--- src/rtl/instruction_fetch.sv ---
// WdPM fetch stage: addresses the synchronous program ROM from the PC, latches the
// instruction register and pulses the PC increment once per instruction. Optional halt: FETCH_HALT_EN.
module instruction_fetch #(
    parameter int ADDR_W   = 4,
    parameter int INSTR_W  = 8,
    parameter int OPCODE_W = 4
) (
    input  logic                         CLK,
    input  logic                         RST,
    input  logic [ADDR_W-1:0]            PC_ADDR,
    output logic                         PC_CE,
    output logic [ADDR_W-1:0]            MEM_ADDR,
    input  logic [INSTR_W-1:0]           MEM_DATA,
    output logic [INSTR_W-1:0]           INSTR,
    output logic [OPCODE_W-1:0]          OPCODE,
    output logic [INSTR_W-OPCODE_W-1:0]  OPERAND,
    output logic                         INSTR_VALID,
    input  logic                         EXEC_DONE,
    output logic                         HALT
);

`ifdef FETCH_HALT_EN
    typedef enum logic [2:0] {S_ADDR, S_READ, S_LATCH, S_EXEC, S_HALT} state_t;
`else
    typedef enum logic [1:0] {S_ADDR, S_READ, S_LATCH, S_EXEC} state_t;
`endif

    state_t                state_q, state_d;
    logic [ADDR_W-1:0]     mem_addr_q, mem_addr_d;
    logic [INSTR_W-1:0]    instr_q, instr_d;
    logic                  valid_q, valid_d;
    logic                  pc_ce_q, pc_ce_d;
`ifdef FETCH_HALT_EN
    logic                  halt_q, halt_d;
    logic                  halt_opcode;

    assign halt_opcode = (MEM_DATA[INSTR_W-1 -: OPCODE_W] == {OPCODE_W{1'b1}});
`endif

    always_ff @(posedge CLK) begin
        if (RST) begin
            state_q    <= S_ADDR;
            mem_addr_q <= '0;
            instr_q    <= '0;
            valid_q    <= 1'b0;
            pc_ce_q    <= 1'b0;
`ifdef FETCH_HALT_EN
            halt_q     <= 1'b0;
`endif
        end else begin
            state_q    <= state_d;
            mem_addr_q <= mem_addr_d;
            instr_q    <= instr_d;
            valid_q    <= valid_d;
            pc_ce_q    <= pc_ce_d;
`ifdef FETCH_HALT_EN
            halt_q     <= halt_d;
`endif
        end
    end

    always_comb begin
        state_d    = state_q;
        mem_addr_d = mem_addr_q;
        instr_d    = instr_q;
        valid_d    = valid_q;
        pc_ce_d    = pc_ce_q;
`ifdef FETCH_HALT_EN
        halt_d     = halt_q;
`endif
        case (state_q)
            S_ADDR: begin
                mem_addr_d = PC_ADDR;
                state_d    = S_READ;
            end
            // ROM is sampling MEM_ADDR this cycle; its data arrives for S_LATCH.
            S_READ: begin
                state_d = S_LATCH;
            end
            S_LATCH: begin
                instr_d = MEM_DATA;
`ifdef FETCH_HALT_EN
                if (halt_opcode) begin
                    // No PC_CE here, so the counter stays parked on the HLT address.
                    halt_d  = 1'b1;
                    valid_d = 1'b0;
                    state_d = S_HALT;
                end else begin
                    valid_d = 1'b1;
                    pc_ce_d = 1'b1;
                    state_d = S_EXEC;
                end
`else
                valid_d = 1'b1;
                pc_ce_d = 1'b1;
                state_d = S_EXEC;
`endif
            end
            S_EXEC: begin
                pc_ce_d = 1'b0;
                if (EXEC_DONE) begin
                    valid_d = 1'b0;
                    state_d = S_ADDR;
                end
            end
`ifdef FETCH_HALT_EN
            S_HALT: begin
                state_d = S_HALT;
            end
`endif
            default: begin
                state_d = S_ADDR;
            end
        endcase
    end

    assign PC_CE       = pc_ce_q;
    assign MEM_ADDR    = mem_addr_q;
    assign INSTR       = instr_q;
    assign OPCODE      = instr_q[INSTR_W-1 -: OPCODE_W];
    assign OPERAND     = instr_q[INSTR_W-OPCODE_W-1:0];
    assign INSTR_VALID = valid_q;
`ifdef FETCH_HALT_EN
    assign HALT        = halt_q;
`else
    assign HALT        = 1'b0;
`endif

endmodule

--- config.mk ---
export PLATFORM = sky130hd
export DESIGN_NAME = instruction_fetch
export DESIGN_NICKNAME = d
export VERILOG_FILES = /design/src/rtl/instruction_fetch.sv
export SDC_FILE = /design/constraint.sdc
export NUM_CORES = 1
export LEC_CHECK = 0
export CORE_MARGIN = 3
export CORE_UTILIZATION = 41
export CTS_CLUSTER_SIZE = 10
export DETAILED_ROUTE_END_ITERATION = 8
export PLACE_DENSITY = 0.92
export RECOVER_POWER = 25
export SLEW_MARGIN = 30
export SYNTH_ARGS = -nofsm -noshare
export SYNTH_HDL_FRONTEND = slang
export SYNTH_SLANG_ARGS = --single-unit
--- constraint.sdc ---
create_clock -name CLK -period 3.1 [get_ports CLK]
set_input_delay 0.465 -clock CLK [delete_from_list [all_inputs] [get_ports CLK]]
set_output_delay 0.465 -clock CLK [all_outputs]
set_load 0.01 [all_outputs]
Word level (Yosys, flattened, before mapping)
Cells that the tools add are included.

word-level totals
  flip-flop bits (word level) = 16
  latch bits = 0
  memory bits (writable) = 0
  ROM bits = 0
  bits of input ports = 15
  output and inout bits = 23
  word-level logic and storage cells = 17
  memories kept = 0

operators by class
  $add $sub $neg = 0
  multiply operators = 0
  div/mod/pow operators = 0
  $lt $le $gt $ge = 0
  eq/ne operators = 4
  shift operators = 0
  multiplexer cells = 5
  bitwise gates (word level) = 0
  reductions and logical operators = 3

operator list
  operator                                                         number
  2-bit one-hot mux with 4 select lines                            1
  2-bit == test, second input constant                             2
  1-bit one-hot mux with 2 select lines                            2
  2-bit by 1-bit == test with 1-bit output, second input constant  1
  2-bit logical NOT                                                1
  2-bit 2-to-1 mux                                                 1
  2-bit != test, second input constant                             1
  2-bit AND reduction                                              1
  2-bit nonzero test                                               1
  1-bit 2-to-1 mux                                                 1

Longest topological paths before layout
  word-level depth = 3
  gate-level depth with buffers = 5

Worst setup path after synthesis
No wires, ideal clock.

  kind = register -> register
  start = register state_q[0]
  end = register valid_q (netlist: INSTR_VALID)
  arrival = 1.099 ns
  setup slack = 1.879 ns
  stages on the path, launching flop included = 6
  path buffers = 0
  period minus slack after synthesis = 1.221 ns
  cell sequence = dfxtp_1 -> inv_1 -> ha_1 -> mux2_4 -> nor2_1 -> a211oi_2

on the way
  cells in the longest elaborated chain, start to end = 3
  elaborated cells on any way between the ends = 6
  those cells by class = eq/ne: 3; mux: 1; reduce/logical: 2

ends and longest elaborated chain
  element                                                               RTL line  source
  from (decl)                                                           28        state_t state_q, state_d;
  from (signal assigned)                                                51        state_q <= state_d;
  2-bit == test                                                         71        case (state_q)
  2-bit != test (no source line) or 2-bit nonzero test (tied branches)  -
  2-bit AND reduction (no source line)                                  -
  to (signal assigned)                                                  54        valid_q <= valid_d;
  to (decl)                                                             31        logic valid_q, valid_d;

Several ways; a longest one is shown, not always the timed one.
A chain may end at the register's enable or synchronous reset.

Worst setup path in the final report
  start = register instr_q[0] (netlist: INSTR[0])
  end = output INSTR[0]

RTL lines
  element                 RTL line  source
  from (decl)             30        logic [INSTR_W-1:0] instr_q, instr_d;
  from (signal assigned)  53        instr_q <= instr_d;
  to (decl)               14        output logic [INSTR_W-1:0] INSTR,

No word-level cell between the ends.

==> metrics <==
status completed; Mean Syn Cell Area ~10 um2; Cell variety after synth 15; final period utilization between 50 and 60%; Hold Crit Class flip-flop to flip-flop; Critical Path AT roughly 1.2 ns; Top delay family on crit path buffers and inverters; clock transition at the registers of the reported paths ~0.090 ns; hold buffers post-CTS 0; CP Max Fanout 3; Lkg Pwr between 0.4 and 0.5 nW; Num CTS Buffers 3; setup bufs post-CTS 0; die area between 2000 and 2500 um2; Fin. Hold Viols 0; Routability Congestion roughly 0.65; Max H-tree Level 1; pwr dens around 740 nW/um2; cell count after synthesis between 70 and 80; NetSw 0.000257 W; routed length per placed instance 11.2 um; non-filler cells, final 125; Pint between 0.0005 and 0.0006 W; Achievable Freq approximately 600 MHz; Starting DRT DRC Count 5; # resized after CTS 0; max incr delay on CP 0.56 ns; Initial Utilization roughly 46%; Max Slew Vio Count 0; Worst Tran Pin Value about 0.59 ns; Slew HR between 60% and 70%; post-route setup TNS 0 ns; Yosys Warn Count 0; Slowest cell on crit path clkdlybuf4s50_1; DRC 0; CP bufs+invs 1; most frequent cells in the layout 35 x clkdlybuf4s50_1, 17 x nor2_1, 16 x dfxtp_1; area grow syn2layout 45.2%; die height 48.5 um; peak supply drop between 0.4 and 0.5 mV; Clock power frac around 17%; CP cell instances clkdlybuf4s50_1; Row Count 14; Crit. End Element output port; Reg power frac between 30% and 40%; unrepaired setup endpoints after global routing false; syn_nets 95; die width a little under 50 um; Final #Nets 123; Core Area between 1500 and 2000 um2; antenna-violating nets left 0; max_cap viols 0; GR Util All Layers between 10% and 20%; Setup violations, final 0; io pins 38; switching part of the total 32.3%; first-pass GRT wire length about 2.4 mm; total power slightly below 0.0008 W; DR vias approximately 580; hpwl dp 1.09 mm; synthesized area between 700 and 800 um2; CP Class flip-flop to output port; gr ovfl total 0; share of cells above drive strength 1 just under 5%; antenna cells 0; largest net degree at the start of global routing 17; Root Driver clkbuf_4; Inst Count DP ~120; vias in the first global route around 560; Worst Setup Start Kind flip-flop; Gate power share a little under half; Critical Path RT approximately 2.6 ns; register area share after synthesis between 40% and 50%; Synth Register Bits 16; commonest non-fill, non-tap cell in the layout clkdlybuf4s50_1; final worst path period need between 1.5 and 2 ns; vias per cell approximately 4.7; Worst-Skew Late Latency about 0.28 ns; antenna violations before repair 0; CTS max path bufs 2; clock skew 0.00468 ns; I/O Buffers 36; TritonCTS clock tree built; Pre-antenna DRT Iters 4; Clock Sinks 16; final WL roughly 1.4 mm
[synthesized netlist by cell type (all sizes together)]
cell | count | area, um2
nor2 | 17 | 63.8
dfxtp | 16 | 320
mux2i | 13 | 130
buf | 11 | 77.6
ha | 6 | 75.1
a211oi | 2 | 20.0
clkbuf | 2 | 10.0
inv | 2 | 7.51
conb | 1 | 3.75
mux2 | 1 | 15.0
nand2b | 1 | 6.26
o21ai | 1 | 5.00
o31ai | 1 | 7.51
[worst reg2reg max path: cells and delay by family, from the launching register on]
kind | cells | cell delay, ns
AND/OR/NAND/NOR | 1 | 0.06
multiplexers | 1 | 0.27
flip-flops | 1 | 0.35
adder cells (fa/ha/maj) | 1 | 0.47
buffers and inverters | 1 | 0.13
[final timing paths]
check / from / endpoint / slack [ns] / depth (start not counted)
min: MEM_ADDR[1] / MEM_ADDR[1] / 0.51 / 2
min reg2reg: MEM_ADDR[1] / MEM_ADDR[1] / 0.51 / 2
max: INSTR[0] / INSTR[0] / 1.43 / 1
max reg2reg: state_q[0] / INSTR[1] / 1.69 / 4
[final cells by class]
class	count	area, um2
Inverter	2	7.51
Clock buffer	4	36.3
Tap cell	24	30.0
Fill cell	137	534
Timing Repair Buffer	36	360
Multi-Input combinational cell	43	323
Sequential cell	16	320
[layer usage]
layer / GRT usage (%) / share of wire, % / vias up
li1: - / - / 282
met1: 14.1 / 40 / 269
met2: 22.5 / 48 / 31
met3: 5.21 / 12 / 0
met4: 4.27 / 0 / 0
met5: 0 / 0 / -
[logic make-up after synthesis]
| logic type | after synthesis | synth area share (%) |
|---|---|---|
| AOI/OAI and AO/OA | 4 | 4.38 |
| adders and majority gates | 6 | 10.1 |
| buffers and inverters | 15 | 12.8 |
| DFF | 16 | 43.2 |
| other | 1 | 0.505 |
| muxes | 14 | 19.6 |
| and+or+nand+nor | 18 | 9.44 |
[flip-flops by register name, indices dropped and copies added, names as in the netlist]
| name | cells |
|---|---|
| INSTR | 8 |
| INSTR_VALID | 1 |
| MEM_ADDR | 4 |
| PC_CE | 1 |
| state_q | 2 |
[power groups by stage]
stage	logic, W	registers, W	clock network, W
4_1_cts	0.000374	0.000299	0.000141
3_5_place_dp	0.000373	0.000303	0
6_report	0.000363	0.000298	0.000135
3_3_place_gp	0.000365	0.000301	0
5_1_grt	0.000398	0.000308	0.000152
2_1_floorplan	0.000219	0.000319	0
[metrics by stage]
stage / hold WS [ns] / setup WS, ns / utilization (%) / instance area, um2
after floorplan: 0.511 / 1.88 / - / 742
after global placement: 0.478 / 1.57 / 64.8 / 1040
after detailed placement: 0.485 / 1.54 / 64.8 / 1040
after CTS: 0.511 / 1.41 / 67.1 / 1080
after global routing: 0.543 / 1.37 / 66.8 / 1080
final: 0.508 / 1.43 / 66.8 / 1080
Power figures use the tool's default switching activity.
==> RTL edit 1 (same flow settings) <==
Build with the macro `FETCH_HALT_EN` defined.
--- a/src/rtl/instruction_fetch.sv
+++ b/src/rtl/instruction_fetch.sv
@@ -1,5 +1,7 @@
 // WdPM fetch stage: addresses the synchronous program ROM from the PC, latches the
 // instruction register and pulses the PC increment once per instruction. Optional halt: FETCH_HALT_EN.
+`define FETCH_HALT_EN
+
 module instruction_fetch #(
     parameter int ADDR_W   = 4,
     parameter int INSTR_W  = 8,
Function: changed (Yosys sat finds a counterexample within 4 cycles, from zero or initial values and one cycle with RST high).
==> RTL edit 1 against the original RTL <==
  * Sequential cell count up 2
  * Setup slack worse by 0.023 ns
  * Cell area up 3.6%
  * Synthesized area up 4.2%
  * Routed wire length up 22%
  * Non-clock buffer count up 1
  * Critical path type is now reg -> reg
  * Critical endpoint is now INSTR_VALID$_SDFFE_PP0P_
  * Largest cell class unchanged
Power is not compared: it rests on default switching activity, and its combinational part moved more than twofold at a synthesized area within 25%.
==> RTL edit 1: results (changes against the original RTL) <==
Critical path
  – Delay-heaviest family, CP: simple AND/OR/NAND/NOR gates
  – Slowest cell on crit path: nor3b_1
  – Critical path capture point: INSTR_VALID$_SDFFE_PP0P_
  – Critical Path Fanout Max: 10 (+7)
  – Reg2Reg Launch Point: state_q[1]$_SDFFE_PP0P_
  – Worst reg2reg endpoint: INSTR_VALID$_SDFFE_PP0P_
  – Reg2reg path depth: 3 (-1)
  – Arr. time, crit path: 1.92 ns (+0.71 ns)
  – CP peak stage delay: 0.84 ns (+0.28 ns)
  – Flop2flop setup slack: 1.40 ns (-0.29 ns)

STA
  – Tmin final: 1.70 ns (+0.0234 ns)
  – Clock Skews: 0.00554 ns (+0.000851 ns)
  – Max-slew headroom: 0.336 (-0.271)

Layout
  – Fill cells: 148 (+8.0%)
  – Layout net count: 131 (+6.5%)
  – Share of cells above drive strength 1: 0.0522 (+0.00267)
  – Final instance area: 1120 um^2 (+3.6%)

Synth
  – Synth area leaders: dfxtp_1 47%, nand2_1 8.7%, a21oi_1 7.8%
  – Avg Synthesized Cell Area: 8.99 um^2 (-10%)
  – Unique cell type count in the Yosys netlist: 24 (+9)
  – Most frequent cells after synthesis: 18 x dfxtp_1, 18 x nand2_1, 12 x a21oi_1
  – Sequential area share after synthesis: 0.466 (+0.0343)
  – Post-synth net total: 101 (+6.3%)

Clock network
  – Setup bufs post-CTS: 0 (unchanged)

GRT
  – Largest net degree at the start of global routing: 18 (+1)
  – First-pass GRT wire length: 2900 um (+19%)
  – Total track usage: 0.152 (+0.0231)
  – Vias in the first global route: 643 (+15%)

Placed design
  – IO buf count: 37 (+2.8%)
  – DP Worst Slack: 1.20 ns (-0.336 ns)
  – DP Cell Count: 136 (+12%)
  – DP HPWL: 1290 um (+18%)
  – GP Congestion: 0.684 (+6.0%)

Min path
  – Worst hold start: INSTR[6]$_SDFFE_PP0N_
  – Worst Hold End: INSTR[6]$_SDFFE_PP0N_

Drt
  – Vias per inst: 4.82 (+3.6%)
  – Drt total wl: 1710 um (+22%)

Run status
  – Outcome: complete, no violations
[RTL edit 1: cell count changes after synthesis, moves of 6 or more]
cell,before,now
a21oi_1,0,12
ha_1,6,0
mux2i_1,13,4
nand2_1,0,18
nor2_1,17,6
[RTL edit 1: worst min-delay path: stages (launching register included)]
cell and delay, ns:
dfxtp_1 0.33, nand2_1 0.05, a21oi_1 0.05
[RTL edit 1: metal layers]
metal	GRT usage	vias to the layer above	wire [um]
met2	0.237	32	767
li1	-	338	-
met5	0	-	0
met3	0.0489	6	150
met4	0.101	0	58
met1	0.176	299	731
[RTL edit 1: layout make-up]
type                       count  share of cell area
timing repair buffer          37               0.332
sequential                    18               0.323
multi-input combinational     56               0.285
clock buffer                   4              0.0325
tap                           25              0.0280
[RTL edit 1: kinds of logic (layout without fill, tap and decap cells)]
kind of cell,Yosys count,after routing,synth area share
muxes,4,4,0.0518
buffers and inverters,12,41,0.108
AOI/OAI and AO/OA,16,16,0.121
DFF,18,18,0.466
and+or+nand+nor,36,36,0.252
==> RTL edit 2 (same flow settings) <==
Made on the original files. Register the inputs `PC_ADDR` and `EXEC_DONE` before use, with the module's reset. The logic sees them one clock later. The other inputs are not delayed to match.
--- a/src/rtl/instruction_fetch.sv
+++ b/src/rtl/instruction_fetch.sv
@@ -18,6 +18,19 @@
     input  logic                         EXEC_DONE,
     output logic                         HALT
 );
+
+    logic [ADDR_W-1:0] PC_ADDR_q;
+    logic EXEC_DONE_q;
+
+    always_ff @(posedge CLK) begin
+        if (RST) begin
+            PC_ADDR_q   <= '0;
+            EXEC_DONE_q <= '0;
+        end else begin
+            PC_ADDR_q   <= PC_ADDR;
+            EXEC_DONE_q <= EXEC_DONE;
+        end
+    end
 
 `ifdef FETCH_HALT_EN
     typedef enum logic [2:0] {S_ADDR, S_READ, S_LATCH, S_EXEC, S_HALT} state_t;
@@ -70,7 +83,7 @@
 `endif
         case (state_q)
             S_ADDR: begin
-                mem_addr_d = PC_ADDR;
+                mem_addr_d = PC_ADDR_q;
                 state_d    = S_READ;
             end
             // ROM is sampling MEM_ADDR this cycle; its data arrives for S_LATCH.
@@ -98,7 +111,7 @@
             end
             S_EXEC: begin
                 pc_ce_d = 1'b0;
-                if (EXEC_DONE) begin
+                if (EXEC_DONE_q) begin
                     valid_d = 1'b0;
                     state_d = S_ADDR;
                 end
Behaviour: not the same (a bounded check fails within 4 cycles, from zero or initial values and one cycle with RST high).
==> RTL edit 2 against the original RTL <==
  * Routed wire length is 14% higher
  * Clock skew down 0.00058 ns
  * Sequential cell count up 5
  * Combinational power barely moved
  * Synthesized area is 18% higher
  * Register-to-register slack better by 0.02 ns
  * Non-clock buffer count did not move
  * Count of clock-buffer cells in the layout down 1
  * Cell area rose by 12%
  * Die area grew 15%
  * Total power is 7.3% higher
  * Critical endpoint is now OPCODE[0]
  * Setup slack worse by 0.016 ns
==> RTL edit 2: results (changes against the original RTL) <==
Run status
  – Outcome: complete, no violations

Placed design
  – IO buf count: 36 (unchanged)
  – Placed Area: 1180 um^2 (+13%)
  – GP Congestion: 0.648 (+0.36%)

GRT
  – Vias in the first global route: 604 (+8.2%)
  – Largest net degree at the start of global routing: 22 (+5)
  – Initial antenna violation count: 0 (unchanged)
  – Total track usage: 0.134 (+0.00518)
  – First-pass GRT wire length: 2610 um (+6.5%)

Clock network
  – Clock buffer depth: 2 (unchanged)
  – Cts bufs inserted: 3 (unchanged)
  – Worst-skew pair later-pin latency: 0.30 ns (+0.02 ns)
  – Cts repair resizes: 0 (unchanged)
  – Clk slew on worst S/H paths: 0.11 ns (+0.02 ns)
  – Setup bufs post-CTS: 0 (unchanged)
  – Clk root buf: clkbuf_4
  – H-tree Lvls: 1 (unchanged)

Drt
  – Vias per inst: 4.53 (-2.7%)
  – Initial drt markers: 1 (-4)
  – DRT Pass-1 Iters: 4 (unchanged)
  – # DRC: 0 (unchanged)
  – Post-DR wirelength/cell: 11.5 um (+3.0%)

STA
  – Period utilisation layout: 0.545 (+0.00519)
  – Clock Skews: 0.00411 ns (-0.000575 ns)
  – Max-slew headroom: 0.524 (-0.0825)

Layout
  – Post-Layout Cell Count: 138 (+10%)
  – Layout net count: 133 (+8.1%)
  – Share of cells above drive strength 1: 0.0541 (+0.00455)
  – # diodes: 0 (unchanged)
  – Max reg flops: 8 (unchanged)

Synth
  – Sequential area share after synthesis: 0.482 (+0.0504)
  – YS warnings: 0 (unchanged)
  – Synth area leaders: dfxtp_1 48%, mux2i_1 15%, ha_1 8.6%
  – Unique cell type count in the Yosys netlist: 17 (+2)
  – Most frequent cells after synthesis: 21 x dfxtp_1, 17 x nor2_1, 13 x mux2i_1
  – Fraction of registers with async set/reset: 0 (unchanged)
  – Synthesized instance count: 84 (+14%)
  – Post-synth net total: 105 (+11%)

Critical path
  – CP peak stage delay: 0.55 ns
  – Critical Path Fanout Max: 3 (unchanged)
  – Delay-heaviest family, CP: buffers and inverters
  – Slowest cell on crit path: clkdlybuf4s50_1
  – Arr. time, crit path: 1.22 ns

Pwr
  – Leak pwr: 0.488 nW (+11%)
  – Worst vdd ir: 0.319 mV (-23%)

Min path
  – Worst hold path class: reg -> reg
[RTL edit 2: changes by cell type after synthesis]
cell	delta
nor2b_1	+5
dfxtp_1	+5
clkbuf_2	-1
clkbuf_1	+1
[RTL edit 2: metal layers]
metal,vias to the layer above,track usage,routed length (um)
li1,312,-,-
met1,276,0.132,594
met2,33,0.234,773
met3,4,0.0430,188
met4,0,0.0917,31
met5,-,0,0
[RTL edit 2: layout make-up]
cell class,count,area [um^2]
clock buffer,3,22.5
clock inverter,1,5.00
fill,163,774
inverter,2,7.51
multi-input combinational,48,358
sequential,21,420
tap,27,33.8
timing repair buffer,36,360
[RTL edit 2: report_power, final]
group	switching [mW]	internal, mW	total (mW)
logic	0.157	0.206	0.363
registers	0.0410	0.323	0.363
clock network	0.0791	0.0481	0.127
total	0.277	0.577	0.854
[RTL edit 2: stage by stage]
| stage | util | setup WS, ns | power (mW) | hold WS, ns |
|---|---|---|---|---|
| after floorplan | - | 1.88 | 0.601 | 0.440 |
| after global placement | 0.595 | 1.46 | 0.718 | 0.449 |
| after detailed placement | 0.595 | 1.34 | 0.736 | 0.462 |
| after CTS | 0.609 | 1.40 | 0.865 | 0.485 |
| after global routing | 0.609 | 1.35 | 0.912 | 0.529 |
| final | 0.609 | 1.41 | 0.854 | 0.481 |
[RTL edit 2: cells by family after synthesis]
group                      after synthesis  share of synthesized area
adders and majority gates                6                     0.0861
muxes                                   14                      0.166
other                                    1                    0.00430
and+or+nand+nor                         23                      0.116
buffers and inverters                   15                      0.108
AOI/OAI and AO/OA                        4                     0.0373
DFF                                     21                      0.482
[RTL edit 2: path summary, 6_finish.rpt]
kind / slack, ns / cells after the start / to / startpoint
min reg2reg: 0.48 / 2 / MEM_ADDR[1]$_SDFFE_PP0N_ / PC_ADDR_q[1]$_SDFF_PP0_
min: 0.48 / 2 / MEM_ADDR[1]$_SDFFE_PP0N_ / PC_ADDR_q[1]$_SDFF_PP0_
max reg2reg: 1.71 / 4 / INSTR[6]$_SDFFE_PP0N_ / state_q[0]$_SDFFE_PP0P_
max: 1.41 / 1 / OPCODE[0] / INSTR[4]$_SDFFE_PP0N_
